File: config.mk
export PLATFORM = sky130hd
export DESIGN_NAME = seg_display_ctrl
export DESIGN_NICKNAME = d
export VERILOG_FILES = /design/src/rtl/seg_display_ctrl.sv
export SDC_FILE = /design/constraint.sdc
export NUM_CORES = 1
export LEC_CHECK = 0
export CAP_MARGIN = 10
export CELL_PAD_IN_SITES_DETAIL_PLACEMENT = 1
export CELL_PAD_IN_SITES_GLOBAL_PLACEMENT = 1
export CORE_MARGIN = 4
export CORE_UTILIZATION = 49
export CTS_BUF_LIST = sky130_fd_sc_hd__clkbuf_4
export DETAILED_ROUTE_END_ITERATION = 12
export HOLD_SLACK_MARGIN = 0.06
export PLACE_DENSITY_LB_ADDON = 0.1
export SLEW_MARGIN = 20
export SYNTH_ARGS = -nofsm -noshare
export SYNTH_HDL_FRONTEND = slang
export SYNTH_SLANG_ARGS = --single-unit
File: constraint.sdc
create_clock -name clk -period 6.9 [get_ports clk]
set_input_delay 1.725 -clock clk [delete_from_list [all_inputs] [get_ports clk]]
set_output_delay 1.725 -clock clk [all_outputs]
set_load 0.005 [all_outputs]
File: src/rtl/seg_display_ctrl.sv
// seg_display_ctrl
//   Multiplexed seven-segment display controller with built-in hex decoding.
//   Scans DIGITS digits (sel[0] = rightmost), one slot of 2^SCAN_DIV_BITS
//   clocks per digit. All display inputs are latched into shadow registers
//   only at a frame boundary, so a frame never mixes old and new data.
//   Features: per-digit blank/blink, leading-zero suppression, PWM brightness
//   and a one-cycle dead time at the start of every slot against ghosting.
//
// Ports:
//   clk         in   system clock
//   rst_n       in   asynchronous active-low reset
//   value       in   4*DIGITS hex nibbles, nibble i drives digit i
//   dot         in   DIGITS decimal point enables (active high)
//   blank_mask  in   DIGITS force-off per digit (active high)
//   blink_mask  in   DIGITS blink enable per digit (active high)
//   lz_blank    in   leading-zero suppression enable
//   brightness  in   BRIGHT_BITS duty control, all-ones = full on
//   update      in   one-cycle strobe requesting shadow capture
//   frame_tick  out  one-cycle pulse at each frame boundary
//   sel         out  DIGITS digit selects (active low)
//   seg_led     out  segments (active low), bit7 = dp, bits6:0 = gfedcba
module seg_display_ctrl #(
    parameter int unsigned DIGITS        = 6,
    parameter int unsigned SCAN_DIV_BITS = 16,
    parameter int unsigned BRIGHT_BITS   = 3,
    parameter int unsigned BLINK_FRAMES  = 64
) (
    input  logic                     clk,
    input  logic                     rst_n,
    input  logic [4*DIGITS-1:0]      value,
    input  logic [DIGITS-1:0]        dot,
    input  logic [DIGITS-1:0]        blank_mask,
    input  logic [DIGITS-1:0]        blink_mask,
    input  logic                     lz_blank,
    input  logic [BRIGHT_BITS-1:0]   brightness,
    input  logic                     update,
    output logic                     frame_tick,
    output logic [DIGITS-1:0]        sel,
    output logic [7:0]               seg_led
);

    localparam int unsigned IDX_W = (DIGITS > 1) ? $clog2(DIGITS) : 1;
    localparam int unsigned BLK_W = (BLINK_FRAMES > 1) ? $clog2(BLINK_FRAMES) : 1;

    function automatic logic [6:0] hex7(input logic [3:0] n);
        case (n)
            4'h0: hex7 = 7'h40;  4'h1: hex7 = 7'h79;
            4'h2: hex7 = 7'h24;  4'h3: hex7 = 7'h30;
            4'h4: hex7 = 7'h19;  4'h5: hex7 = 7'h12;
            4'h6: hex7 = 7'h02;  4'h7: hex7 = 7'h78;
            4'h8: hex7 = 7'h00;  4'h9: hex7 = 7'h10;
            4'hA: hex7 = 7'h08;  4'hB: hex7 = 7'h03;
            4'hC: hex7 = 7'h46;  4'hD: hex7 = 7'h21;
            4'hE: hex7 = 7'h06;  default: hex7 = 7'h0E;
        endcase
    endfunction

    logic [SCAN_DIV_BITS-1:0] slot_q, slot_d;
    logic [IDX_W-1:0]         idx_q, idx_d;
    logic [BLK_W-1:0]         blink_cnt_q, blink_cnt_d;
    logic                     blink_phase_q, blink_phase_d;
    logic                     pend_q, pend_d;

    logic [4*DIGITS-1:0]      val_q, val_d;
    logic [DIGITS-1:0]        dot_q, dot_d;
    logic [DIGITS-1:0]        blank_q, blank_d;
    logic [DIGITS-1:0]        blinkm_q, blinkm_d;
    logic                     lz_q, lz_d;
    logic [BRIGHT_BITS-1:0]   bright_q, bright_d;

    logic [DIGITS-1:0]        sel_q, sel_d;
    logic [7:0]               seg_q, seg_d;
    logic                     tick_q, tick_d;

    logic                     slot_end, last_digit, boundary, capture;
    logic                     hi_nz;
    logic [DIGITS-1:0]        lz_sup;
    logic [3:0]               nib;
    logic                     digit_on;

    // Counters, blink and shadow capture
    always_comb begin
        slot_end      = &slot_q;
        last_digit    = (idx_q == IDX_W'(DIGITS - 1));
        boundary      = slot_end && last_digit;
        capture       = boundary && (pend_q || update);

        slot_d        = slot_q + 1'b1;
        idx_d         = idx_q;
        blink_cnt_d   = blink_cnt_q;
        blink_phase_d = blink_phase_q;
        pend_d        = capture ? 1'b0 : (pend_q || update);

        val_d    = val_q;
        dot_d    = dot_q;
        blank_d  = blank_q;
        blinkm_d = blinkm_q;
        lz_d     = lz_q;
        bright_d = bright_q;

        if (slot_end) begin
            idx_d = last_digit ? '0 : idx_q + 1'b1;
        end

        if (boundary) begin
            if (blink_cnt_q == BLK_W'(BLINK_FRAMES - 1)) begin
                blink_cnt_d   = '0;
                blink_phase_d = ~blink_phase_q;
            end else begin
                blink_cnt_d = blink_cnt_q + 1'b1;
            end
        end

        if (capture) begin
            val_d    = value;
            dot_d    = dot;
            blank_d  = blank_mask;
            blinkm_d = blink_mask;
            lz_d     = lz_blank;
            bright_d = brightness;
        end
    end

    // Leading-zero suppression: walk from the top digit down; a digit is
    // suppressed while nothing non-zero (nibble or dot) has been seen yet.
    always_comb begin
        hi_nz  = 1'b0;
        lz_sup = '0;
        for (int unsigned k = 0; k < DIGITS; k++) begin
            hi_nz = hi_nz || (val_q[4*(DIGITS-1-k) +: 4] != 4'h0) || dot_q[DIGITS-1-k];
            lz_sup[DIGITS-1-k] = lz_q && !hi_nz && ((DIGITS - 1 - k) != 0);
        end
    end

    // Output decode from current counter state; registered below
    always_comb begin
        nib      = val_q[4*idx_q +: 4];
        digit_on = !blank_q[idx_q]
                && !lz_sup[idx_q]
                && !(blinkm_q[idx_q] && !blink_phase_q)
                && (slot_q != '0)
                && (slot_q[SCAN_DIV_BITS-1 -: BRIGHT_BITS] <= bright_q);

        sel_d  = '1;
        seg_d  = 8'hFF;
        tick_d = boundary;
        if (digit_on) begin
            sel_d = ~(DIGITS'(1) << idx_q);
            seg_d = {~dot_q[idx_q], hex7(nib)};
        end
    end

    always_ff @(posedge clk or negedge rst_n) begin
        if (!rst_n) begin
            slot_q        <= '0;
            idx_q         <= '0;
            blink_cnt_q   <= '0;
            blink_phase_q <= 1'b1;
            pend_q        <= 1'b0;
            val_q         <= '0;
            dot_q         <= '0;
            blank_q       <= '0;
            blinkm_q      <= '0;
            lz_q          <= 1'b0;
            bright_q      <= '0;
            sel_q         <= '1;
            seg_q         <= 8'hFF;
            tick_q        <= 1'b0;
        end else begin
            slot_q        <= slot_d;
            idx_q         <= idx_d;
            blink_cnt_q   <= blink_cnt_d;
            blink_phase_q <= blink_phase_d;
            pend_q        <= pend_d;
            val_q         <= val_d;
            dot_q         <= dot_d;
            blank_q       <= blank_d;
            blinkm_q      <= blinkm_d;
            lz_q          <= lz_d;
            bright_q      <= bright_d;
            sel_q         <= sel_d;
            seg_q         <= seg_d;
            tick_q        <= tick_d;
        end
    end

    assign sel        = sel_q;
    assign seg_led    = seg_q;
    assign frame_tick = tick_q;

endmodule
---- After elaboration in Yosys (flattened, before gate mapping) ----
Memory sizes are Yosys's and may differ from the RTL's.
Index checks and enable logic that the tools add are counted.
word-level totals
  bits in registers ....................... 88
  memory bits (read-only) ................. 112
  memories kept ........................... 1
memories
  memory           words  width  rd ports  clocked after memory_dff  write ports  line  RTL
  (no name shown)  16     7      1         0                         0            46    case (n)
operators by class
  add/sub/neg operators ................... 3
  $lt $le $gt $ge ......................... 2
  eq/ne operators ......................... 2
  shift-type cells ........................ 2
  mux-type cells .......................... 13
  bitwise operators ....................... 3
  reduce and logical (&&, ||, !) cells .... 39
operator list
  cell                                                         number
  variable part select 24 x 6 -> 4 bit                         1
  nonzero test 4 bit                                           5
  adder 16 x 1 -> 16 bit (second input constant)               1
  AND reduction 16 bit                                         1
  nonzero test 16 bit                                          1
  binary-select mux 1 bit (select 3 bit)                       4
  logical AND 1 bit                                            12
  two-way mux 6 bit                                            2
  logical OR 1 bit                                             10
  logical NOT 1 bit                                            9
  two-way mux 8 bit                                            1
  adder 6 x 1 -> 6 bit (second input constant)                 1
  == test 6 bit (second input constant)                        1
  NOT 6 bit                                                    1
  << shifter 1 x 3 -> 6 bit (first input constant)             1
  two-way mux 1 bit                                            5
  less-than comparator 3 x 4 -> 1 bit (second input constant)  1
  adder 3 x 1 -> 3 bit (second input constant)                 1
  == test 3 bit (second input constant)                        1
  less-or-equal comparator 3 bit                               1
  two-way mux 3 bit                                            1
  NOT 1 bit                                                    2
  AND reduction 2 bit                                          1

---- Logic depth before layout (Yosys ltp) ----
  depth in word-level cells ............... 20
  gate-level depth with buffers ........... 10
  depth with buffers taken out ............ 8

---- Worst setup path before layout ----
No wires, ideal clock.
  path kind ............................... in2reg
  start point ............................. input port update
  end point ............................... register blank_q[0]
  library setup time ...................... 125 ps
  data arrival time ....................... 2586 ps
  slack ................................... 4189 ps
  stages on the path ...................... 4
  path buffers ............................ 1
  cell sequence ........................... nor2_1 > nor2_8 > buf_12 > mux2_4
between the ends
  word-level cells in the longest chain between the ends .. 2
ends and longest elaborated chain
  what                    line  RTL
  start: declaration      36    input logic update,
  logical OR 1 bit        86    capture = boundary && (pend_q || update);
  logical AND 1 bit       86
  end signal: assignment  177   blank_q <= blank_d;
  end: declaration        66    logic [DIGITS-1:0] blank_q, blank_d;
Every way passes these cells.
A chain may end at the register's enable or synchronous reset.

---- Worst setup path after layout ----
  start point ............................. register sel_q[4] (netlist: sel[4])
  end point ............................... output port sel[4]
RTL lines
  what                      line  RTL
  start: declaration        71    logic [DIGITS-1:0] sel_q, sel_d;
  start signal: assignment  181   sel_q <= sel_d;
  end: declaration          38    output logic [DIGITS-1:0] sel,
No word-level cell between the ends.

==> results.tsv <==
metric	value	unit
outcome	finished, final reports clean	
H-tree Lvls	3	
Reg2Reg Launch Point	idx_q[0]	
drt pass-1 iters	4	
Post-Synthesis Cells	339	
Synth top area share	41.5	%
GRT Overall Usage	19.8	%
Clock Sinks	88	
leading post-synthesis cells by cell area	dfrtp_1 42%, mux2_4 14%, dfstp_2 9.0%, ha_1 3.7%, mux2_2 3.3%	
Clock Path Buffers	2	
n_diodes	0	
Worst Clk Skew	18.2	ps
multi-input logic area	2000	sq um
Tmin final	3220	ps
CTS root buf	clkbuf_4	
synthesized cell area	4400	sq um
Synth Warn #	0	
placed cells	500	
post-synthesis sequential area ratio	50.5	%
CP Buf/Inv Count	1	
RePlAce Congestion	0.751	
largest area contributor in the netlist	dfrtp_1	
WP data required	5180	ps
hpwl dp	6960	um
post-route ant nets	0	
endpoints failing setup	0	
vias	2864	
maxcap violations	0	
cell row count	34	
Worst R2R Path Depth	9	
EDFF count, synth	0	
RR Endpoint	seg_led[3]	
Post-CTS Setup Repair Bufs	0	
cts repair resizes	0	
Max FO, Critical Path	1	
die width	103	um
worst-margin pin slew	1020	ps
hold depth	1	
initial antenna violation count	0	
RSZ-0062 raised after global routing	no	
Synth-to-Final Area Change	18.9	%
vias in the first global route	3079	
min-delay worst type	reg -> reg	
Async SR Flop Fraction	100	%
Synth top cells by count	73 x dfrtp_1, 40 x mux2_4, 17 x nand2_1, 15 x dfstp_2, 15 x xnor2_1	
Worst Setup Path Type	reg -> out	
CTS clock-pin slew for the worst setup and hold paths	160	ps
Filler Cells Inserted	893	
drt drc	0	
global-route wire length before repair	15900	um
Final period util	46.7	%
Chip Height	103	um
dpl cell area	5060	sq um
WP data arrival	1500	ps
crit end category	output pin	
slack of the worst reg-to-reg path	3890	ps
vias per cell	5.55	
pin count of the biggest net entering global routing	50	
drt total wl	9480	um
ys flop type	dfrtp_1	
CTS tree	built	
TritonCTS Buffers	9	
Core Region	8720	sq um
most instantiated library cell after synthesis	dfrtp_1	
Layout Cells excl Fill	516	
FF+latch area	2220	sq um
crit path launch type	flip-flop	
Final Max Tran Viols	0	
worst hold margin	501	ps
Leak Pwr	2.22	nW
crit-path leading delay family	flip-flops	
I/O pins	64	
worst skew pair latency	450	ps
Nets	465	
Initial Utilization	50.4	%
setup TNS	0	ps
WL/cell	18.4	um
Slew HR	31.8	%
syn_nets	401	
Pwr Density	191	nW/um^2
cts hold-fix bufs	0	
fin area	5230	sq um
# port buffers	63	
highest clock rate	310	MHz
die footprint	10600	sq um
share of layout cells above drive strength 1	23.5	%
peak supply drop	0.0960	mV
Avg Synthesized Cell Area	13.0	sq um
Slowest-stage cell, CP	dfstp_2	
Unique masters post-synth	49	
GRT overflow	0	
Hold Path End	blink_cnt_q[5]	
1st-iter DRT viols	88	
Final Hold Violating Endpoints	0	
hold_sp	blink_cnt_q[5]	
FF+latch count, synth	88	
slowest stage delay, CP	550	ps
Critical Path, Cell by Cell	clkdlybuf4s50_1	
logic make-up after synthesis:
group / count (synthesis) / synth area share [%]
DFF: 88 / 50.5
adders and majority gates: 13 / 3.70
and+or+nand+nor: 90 / 11.5
AOI/OAI and AO/OA: 37 / 5.57
muxes: 66 / 21.1
buffers and inverters: 27 / 4.04
xor gates and xnor gates: 18 / 3.58
registers in the layout, indices dropped and copies added (netlist names):
name	flops
bright_q	3
seg_led	8
val_q	24
frame_tick	1
dot_q	6
sel	6
blank_q	6
slot_q	16
blink_phase_q	1
blink_cnt_q	6
lz_q	1
blinkm_q	6
pend_q	1
idx_q	3
final cells by class:
| cell class | count | share of cell area [%] |
|---|---|---|
| sequential | 88 | 42.5 |
| multi-input combinational | 224 | 38.3 |
| timing repair buffer | 66 | 12.4 |
| clock buffer | 9 | 1.29 |
| tap | 108 | 2.58 |
| inverter | 14 | 1.00 |
| clock inverter | 7 | 1.96 |
worst register-to-register path: stages (launching register included):
cell,delay (ps)
dfrtp_1,620
buf_4,350
mux2i_1,230
nor3_1,70
nor3_1,600
inv_1,230
ha_1,320
a21boi_0,150
a211oi_1,230
o21ai_0,150
cells in the final DEF, fill, tap and decap left out, drive strengths merged, types with 8 or more instances in the layout:
cell / instances
dfrtp: 73
clkdlybuf4s50: 62
mux2: 53
nand2: 17
inv: 16
xnor2: 15
dfstp: 15
nand3: 15
nor2: 14
ha: 13
o21ai: 10
mux2i: 9
clkbuf: 9
nor3: 8
worst max path at each step:
stage / start / end / slack [ps] / depth (start not counted)
6_report: sel[4] / sel[4] / 3680 / 1
5_1_grt: sel[4] / sel[4] / 3600 / 1
4_1_cts: sel[4] / sel[4] / 3640 / 1
3_5_place_dp: update / dot_q[5] / 3270 / 4
3_3_place_gp: update / val_q[23] / 3290 / 4
2_1_floorplan: update / blank_q[0] / 4190 / 4
per-layer routing:
| metal | part of all wire [%] | up-vias | wire (um) | GRT usage [%] |
|---|---|---|---|---|
| met5 | 0 | - | 0 | 0 |
| met4 | 1.6 | 0 | 153 | 6.57 |
| met3 | 3.2 | 12 | 305 | 3.25 |
| met2 | 50 | 50 | 4770 | 32.6 |
| met1 | 45 | 1463 | 4240 | 26.7 |
| li1 | - | 1339 | - | - |
power breakdown:
group	switching, W	internal (W)	leakage (nW)
clock network	0.000189	0.000151	0.0875
registers	0.0000126	0.000539	1.11
logic	0.0000400	0.0000641	1.03
total	0.000242	0.000755	2.22
per-stage QoR:
stage	setup WS [ps]	utilization [%]	power, W
floorplan	4190	-	0.000601
global placement	3290	58.0	0.000662
detailed placement	3270	58.0	0.000666
CTS	3640	60.0	0.00101
global route	3600	60.0	0.00104
finish	3680	60.0	0.000996
Power figures use the tool's default switching activity.
